## src/rtl/serial_cmd_driver.sv

```systemverilog
// Host-side master for a control unit's serial command port: serializes 8-bit
// instructions, sequences the reset/shift/update/run strobes and returns captured bits.
module serial_cmd_driver #(
    parameter int unsigned RUN_CYCLES = 1,
    parameter int unsigned CNT_W      = 8
) (
    input  logic       clk,
    input  logic       reset,
    input  logic       cmd_valid,
    input  logic [7:0] cmd_data,
    output logic       cmd_ready,
    input  logic       clr_req,
    output logic       ctl_reset,
    output logic       ctl_shift,
    output logic       ctl_update,
    output logic       ctl_run,
    output logic       ser_out,
    input  logic       ser_in,
    output logic       rsp_valid,
    output logic [7:0] rsp_data,
    output logic       busy
);

    typedef enum logic [2:0] {IDLE, CLEAR, SHIFT, UPDATE, RUN} state_t;

    state_t           state, state_nx;
    logic [6:0]       cmd_q, cmd_nx;
    logic [2:0]       bit_cnt, bit_nx;
    logic [CNT_W-1:0] run_cnt, run_cnt_nx;
    logic [7:0]       cap, cap_nx;
    logic             ctl_reset_nx, ctl_shift_nx, ctl_update_nx, ctl_run_nx;
    logic             ser_nx, rsp_valid_nx;
    logic [7:0]       rsp_data_nx;

    assign cmd_ready = (state == IDLE) && !clr_req;
    assign busy      = (state != IDLE);

    always_comb begin
        state_nx      = state;
        cmd_nx        = cmd_q;
        bit_nx        = bit_cnt;
        run_cnt_nx    = run_cnt;
        cap_nx        = cap;
        ctl_reset_nx  = 1'b0;
        ctl_shift_nx  = 1'b0;
        ctl_update_nx = 1'b0;
        ctl_run_nx    = 1'b0;
        ser_nx        = 1'b0;
        rsp_valid_nx  = 1'b0;
        rsp_data_nx   = rsp_data;
        case (state)
            IDLE: begin
                if (clr_req) begin
                    state_nx     = CLEAR;
                    ctl_reset_nx = 1'b1;
                end else if (cmd_valid && cmd_ready) begin
                    state_nx     = SHIFT;
                    cmd_nx       = cmd_data[6:0];
                    bit_nx       = '0;
                    ctl_shift_nx = 1'b1;
                    ser_nx       = cmd_data[7];
                end
            end
            CLEAR: state_nx = IDLE;
            SHIFT: begin
                // The unit's data_out lags its shift by one edge, so the first
                // shift cycle carries no useful sample.
                if (bit_cnt != 3'd0) begin
                    cap_nx = {cap[6:0], ser_in};
                end
                if (bit_cnt == 3'd7) begin
                    state_nx      = UPDATE;
                    ctl_update_nx = 1'b1;
                end else begin
                    bit_nx       = bit_cnt + 3'd1;
                    cmd_nx       = {cmd_q[5:0], 1'b0};
                    ctl_shift_nx = 1'b1;
                    ser_nx       = cmd_q[6];
                end
            end
            UPDATE: begin
                cap_nx     = {cap[6:0], ser_in};
                state_nx   = RUN;
                run_cnt_nx = CNT_W'(RUN_CYCLES - 1);
                ctl_run_nx = 1'b1;
            end
            RUN: begin
                if (run_cnt == '0) begin
                    state_nx     = IDLE;
                    rsp_valid_nx = 1'b1;
                    rsp_data_nx  = cap;
                end else begin
                    run_cnt_nx = run_cnt - 1'b1;
                    ctl_run_nx = 1'b1;
                end
            end
            default: state_nx = IDLE;
        endcase
    end

    always_ff @(posedge clk or negedge reset) begin
        if (!reset) begin
            state      <= IDLE;
            cmd_q      <= '0;
            bit_cnt    <= '0;
            run_cnt    <= '0;
            cap        <= '0;
            ctl_reset  <= 1'b0;
            ctl_shift  <= 1'b0;
            ctl_update <= 1'b0;
            ctl_run    <= 1'b0;
            ser_out    <= 1'b0;
            rsp_valid  <= 1'b0;
            rsp_data   <= '0;
        end else begin
            state      <= state_nx;
            cmd_q      <= cmd_nx;
            bit_cnt    <= bit_nx;
            run_cnt    <= run_cnt_nx;
            cap        <= cap_nx;
            ctl_reset  <= ctl_reset_nx;
            ctl_shift  <= ctl_shift_nx;
            ctl_update <= ctl_update_nx;
            ctl_run    <= ctl_run_nx;
            ser_out    <= ser_nx;
            rsp_valid  <= rsp_valid_nx;
            rsp_data   <= rsp_data_nx;
        end
    end

endmodule

```

## config.mk

```make
export PLATFORM = sky130hd
export DESIGN_NAME = serial_cmd_driver
export DESIGN_NICKNAME = d
export VERILOG_FILES = /design/src/rtl/serial_cmd_driver.sv
export SDC_FILE = /design/constraint.sdc
export NUM_CORES = 1
export LEC_CHECK = 0
export CAP_MARGIN = 20
export CORE_MARGIN = 1
export CORE_UTILIZATION = 50
export DETAILED_ROUTE_END_ITERATION = 10
export PLACE_DENSITY_LB_ADDON = 0.08
export SYNTH_ARGS = -nofsm -noshare
export SYNTH_HDL_FRONTEND = slang
export SYNTH_SLANG_ARGS = --single-unit
```

## constraint.sdc

```tcl
create_clock -name clk -period 2.17 [get_ports clk]
set_input_delay 0.217 -clock clk [delete_from_list [all_inputs] [get_ports clk]]
set_output_delay 0.217 -clock clk [all_outputs]
set_load 0.01 [all_outputs]
```

==> results of run 1 <==
-- timing repair --
item / CTS / global route
resized for setup: 0 / 2
endpoints found under the setup margin: 0 / 1
setup buffers: 0 / 0
-- logic make-up (layout without fill, tap and decap cells) --
group	count (synthesis)	count (layout)	share of synthesized area [%]
xor+xnor	1	1	0.463
fa+ha+maj	5	5	3.31
compound gates	26	26	8.60
buf+inv	11	45	2.45
mux	25	25	14.3
flops	43	43	56.9
simple gates	45	45	14.0
-- per-layer routing --
layer / share of wire, % / up-vias
met5: 0 / -
met4: 1.6 / 0
met3: 3.8 / 5
met2: 49 / 39
met1: 46 / 607
li1: - / 619
-- state kept, by name, summed over array words and instances, names as in the netlist, 3 cells and up --
register,cells
cmd_q,7
state,3
rsp_data,8
run_cnt,8
cap,8
bit_cnt,3
-- worst reg2reg max path: stages (launching register included) --
cell and delay, ns:
dfrtp_1 0.52, nor4b_2 0.40, nand3_1 0.37, mux2_2 0.41
-- metrics by stage --
step	utilization, %	cells	instance area, um2
after CTS	66.6	236	2310
after detailed placement	64.1	229	2220
final	66.9	236	2320
after floorplan	-	156	1890
after global placement	64.1	229	2220
after global routing	66.9	236	2320
-- final timing paths --
path / startpoint / to / slack, ns / cells past startpoint
setup reg to reg: state[0]$_DFFE_PN0P_ / rsp_data[5]$_DFFE_PN0P_ / 0.35 / 3
setup / recovery: state[0]$_DFFE_PN0P_ / cmd_ready / 0.14 / 4
hold reg to reg: cmd_q[3]$_DFFE_PN0P_ / cmd_q[3]$_DFFE_PN0P_ / 0.48 / 2
hold / removal: reset / ctl_run$_DFF_PN0_ / 0.06 / 1
max in group asynchronous: reset / ctl_update$_DFF_PN0_ / 1.53 / 1
min in group clk: cmd_q[3]$_DFFE_PN0P_ / cmd_q[3]$_DFFE_PN0P_ / 0.48 / 2
-- layout make-up --
cell class	instances	area [um2]	share of cell area, %
clock buffer	6	82.6	3.56
clock inverter	1	5.00	0.216
inverter	8	30.0	1.29
multi-input combinational	102	779	33.6
sequential	43	1080	46.4
tap	46	57.6	2.48
timing repair buffer	30	290	12.5
-- Yosys cell counts --
library cell / count
inv_1: 8
a2111oi_1: 1
nor3_1: 3
nor2b_1: 2
o21ai_0: 12
nand2b_1: 2
mux2_2: 16
buf_4: 1
o211ai_1: 1
nand2_1: 12
a22o_1: 2
nand4bb_1: 1
clkbuf_1: 1
nand3_1: 3
o31ai_1: 2
nor4b_2: 2
nor2_1: 8
nor2_2: 1
dfrtp_1: 43
nor3_4: 1
xnor2_1: 1
mux2i_1: 9
o41ai_1: 1
a21oi_1: 5
or4_1: 2
a32o_1: 1
nor4_1: 2
buf_2: 1
or2_2: 2
a21oi_2: 1
and2_1: 3
or4_4: 1
ha_1: 5
-- power by group --
part	internal [mW]	total, mW	switching [mW]
Sequential	1.09	1.29	0.203
Clock	0.249	0.498	0.248
Combinational	0.620	1.10	0.484
==> impl_metrics.py, run 1 <==
metrics = {
    "drt": {
        "drc": 0,
        "vias": 1270,
        "post_drt_via_cell_ratio": 5.38,
        "final_antenna_net_count": 0,
        "drtIter0Drc": 47,
        "wl_per_cell_um": 13.8,
        "routed_wl_um": 3260,
        "drtPass1Iterations": 4,
    },
    "clock_network": {
        "clk_path_buf_depth": 2,
        "htreeDepth": 2,
        "clock-sinks": 43,
        "clk_pin_slew_ns": 0.07,
        "clockRootBuffer": "clkbuf_8",
        "cts_tree": "done",
        "cts_hold_buf": 0,
        "clk_latency_ns": 0.29,
        "cts_buffers": 5,
    },
    "logic_synthesis": {
        "ys_warn_count": 0,
        "avgSynthCellArea_um2": 12.1,
        "yosys.area.top_type": "dfrtp_1",
        "synthTopCellsByArea": "dfrtp_1 (57%), mux2_2 (9.5%), mux2i_1 (4.8%)",
        "ys_seq_elements": 43,
        "synthDominantCellAreaShare_pct": 56.9,
        "synth_area_um2": 1890,
        "synth_cells": 156,
        "yosysSeqAreaShare_pct": 56.9,
        "synth_cell_types": 33,
        "synth_nets": 174,
    },
    "final_layout": {
        "final_common_cell": "dfrtp_1",
        "drive_gt1_share_pct": 18.4,
        "nets": 208,
        "area_growth_syn_to_layout_pct": 22.8,
        "antenna_cells": 0,
        "fill_cells": 265,
        "final_cell_mix": "dfrtp_1 (43), clkdlybuf4s50_1 (27), mux2_2 (16)",
    },
    "setup_path": {
        "criticalPathCategory": "reg2out",
        "cpMaxStageDelayCell": "clkdlybuf4s50_1",
        "cp-end-kind": "primary output",
        "crit_fanout": 10,
        "cp.arrival_ns": 1.82,
        "crit_family": "buffers and inverters",
        "startpoint_type": "flip-flop",
        "required_ns": 1.95,
        "worst-path-buf-inv": 2,
        "crit_chain": "nor3_4 > inv_1 > nor2_1 > clkdlybuf4s50_1",
        "crit_path_max_incr_delay_ns": 0.55,
    },
    "timing": {
        "final.setup.worst_slack_ns": 0.137,
        "skew_ns": 0.00654,
        "slew_headroom_pct": 38.7,
        "slew_violations": 0,
        "fin_setup_tns_ns": 0,
        "timing.final.crit_share_pct": 93.7,
        "hold_violations": 0,
        "whs_ns": 0.0635,
        "period_needed_ns": 2.03,
        "tightest_slew_ns": 0.920,
        "setup_viol": 0,
        "max_freq_mhz": 492,
    },
    "grt": {
        "grt_use_total_pct": 18.8,
        "grt_max_degree": 44,
        "grt_pass1_wl_um": 5700,
        "grtUsageMet1_pct": 24.0,
        "busiest_layer": "met2",
        "use_met3_pct": 5.07,
        "grt_pass1_vias": 1267,
        "grt.overflow.total": 0,
        "gr-usage-met2_pct": 29.4,
        "antenna_found_initial": 0,
    },
    "die": {
        "row_count": 21,
        "dieWidth_um": 63.5,
        "pin_count": 29,
        "fp.dieH_um": 63.5,
        "core_um2": 3470,
        "start_util_pct": 54.5,
        "dieArea_um2": 4030,
    },
    "placed_design": {
        "place_congestion": 0.848,
        "place_hpwl_um": 2320,
        "io_buffers": 28,
        "place_ws_ns": 0.340,
    },
    "hold_path": {
        "hp-class": "in2async",
    },
    "pwr": {
        "p_per_area_nw_per_um2": 1250,
        "peakVddDrop_uv": 699,
        "p_leak_nw": 1.02,
        "p_total_mw": 2.89,
    },
    "run_status": {
        "status": "finished clean",
    },
    "run": {
        "maxCapViolCount": 0,
    },
}
Note: power is estimated with default switching activity, not from simulation.
==> inputs of run 2 (changes only) <==
- CORE_ASPECT_RATIO: default -> 0.7
==> impl_metrics.py, run 2 (synthesis results as in run 1) <==
metrics = {
    "final_layout": {
        "nets": 209,
        "final_cell_mix": "dfrtp_1 (43), clkdlybuf4s50_1 (27), mux2_2 (16)",
        "fin_cells": 242,
        "fin_area_um2": 2340,
        "final_util_pct": 65.7,
        "top_regs": "cap x8, rsp_data x8, run_cnt x8",
        "final_common_cell": "dfrtp_1",
        "area_growth_syn_to_layout_pct": 23.7,
        "antenna_cells": 0,
        "drive_gt1_share_pct": 19.3,
    },
    "timing": {
        "fin_setup_tns_ns": 0,
        "max_freq_mhz": 504,
        "tightest_slew_ns": 0.913,
        "hold_violations": 0,
        "slew_headroom_pct": 39.1,
        "whs_ns": 0.0494,
        "skew_ns": 0.00657,
        "period_needed_ns": 1.98,
        "timing.final.crit_share_pct": 91.4,
        "slew_violations": 0,
        "final.setup.worst_slack_ns": 0.186,
        "setup_viol": 0,
        "rsz0062_at_grt": "no",
    },
    "clock_network": {
        "cts_hold_buf": 0,
        "clk_pin_slew_ns": 0.08,
        "htreeDepth": 2,
        "postCtsSetupBuffers": 0,
        "cts_buffers": 5,
        "clock-sinks": 43,
        "clockRootBuffer": "clkbuf_8",
        "clk_path_buf_depth": 2,
        "cts_tree": "done",
        "clk_latency_ns": 0.30,
    },
    "die": {
        "dieArea_um2": 4030,
        "start_util_pct": 53.1,
        "core_um2": 3560,
        "pin_count": 29,
        "row_count": 18,
        "dieWidth_um": 75.5,
        "fp.dieH_um": 53.4,
    },
    "setup_path": {
        "rr_worst_depth": 3,
        "rrSetupSlack_ns": 0.30,
        "cpMaxStageDelayCell": "clkdlybuf4s50_1",
        "criticalPathCategory": "reg2out",
        "r2r-start": "run_cnt[4]$_DFFE_PN0P_",
        "crit_path_max_incr_delay_ns": 0.54,
        "required_ns": 1.95,
        "cp.arrival_ns": 1.77,
        "crit_chain": "nor3_2 > inv_1 > nor2_1 > clkdlybuf4s50_1",
        "endpoint": "cmd_ready",
        "crit_fanout": 10,
        "cp-end-kind": "primary output",
        "r2r_end": "rsp_data[1]$_DFFE_PN0P_",
        "startpoint_type": "flip-flop",
        "crit_path_start": "state[0]$_DFFE_PN0P_",
    },
    "drt": {
        "drtPass1Iterations": 4,
        "drtIter0Drc": 73,
        "vias": 1276,
        "routed_wl_um": 3490,
        "post_drt_via_cell_ratio": 5.27,
        "final_antenna_net_count": 0,
        "wl_per_cell_um": 14.4,
        "drc": 0,
    },
    "placed_design": {
        "place_congestion": 0.800,
        "postPlaceCellArea_um2": 2230,
        "place_inst": 234,
        "place_hpwl_um": 2470,
        "io_buffers": 28,
        "place_ws_ns": 0.383,
    },
    "pwr": {
        "p_leak_nw": 1.03,
        "p_total_mw": 2.97,
        "peakVddDrop_uv": 848,
        "p_per_area_nw_per_um2": 1270,
    },
    "hold_path": {
        "hp-class": "in2async",
    },
    "run": {
        "maxCapViolCount": 0,
    },
    "run_status": {
        "status": "finished clean",
    },
    "grt": {
        "grt_pass1_vias": 1230,
        "grt_use_total_pct": 20.4,
        "antenna_found_initial": 0,
        "grt_max_degree": 44,
        "grt.overflow.total": 0,
        "grt_pass1_wl_um": 5800,
    },
}
[run 2: cell type report]
type,count,area [um2]
timing repair buffer,31,298
clock inverter,2,16.3
inverter,8,30.0
clock buffer,6,82.6
tap,50,62.6
multi-input combinational,102,773
sequential,43,1080
fill,298,1220
[run 2: what timing repair did]
action	CTS	global route
endpoints found under the hold margin	0	0
endpoints found under the setup margin	0	1
resized for setup	0	1
[run 2: worst min path at each step]
stage / startpoint / endpoint / slack (ns) / depth (start not counted)
finish: reset / run_cnt[1]$_DFFE_PN0P_ / 0.05 / 1
global route: reset / bit_cnt[2]$_DFFE_PN0P_ / 0.13 / 1
CTS: reset / rsp_data[6]$_DFFE_PN0P_ / 0.08 / 1
detailed placement: reset / rsp_valid$_DFF_PN0_ / 0.40 / 1
global placement: reset / run_cnt[7]$_DFFE_PN0P_ / 0.39 / 1
floorplan: reset / bit_cnt[0]$_DFFE_PN0P_ / -0.08 / 0
[run 2: worst max-delay path: cells and delay by family (launching register included)]
kind / cells / cell delay (ns)
flops: 1 / 0.51
simple gates: 2 / 0.34
buf+inv: 2 / 0.62
[run 2: power by group]
part | switching, mW | internal (mW)
Combinational | 0.510 | 0.630
Sequential | 0.206 | 1.09
Clock | 0.279 | 0.260
[run 2: per-layer routing]
| layer | vias up | global-route usage (%) | wire, um |
|---|---|---|---|
| met4 | 0 | 7.41 | 50 |
| met2 | 20 | 33.2 | 1620 |
| li1 | 624 | - | - |
| met1 | 625 | 26.1 | 1690 |
| met3 | 7 | 5.71 | 126 |
| met5 | - | 0 | 0 |
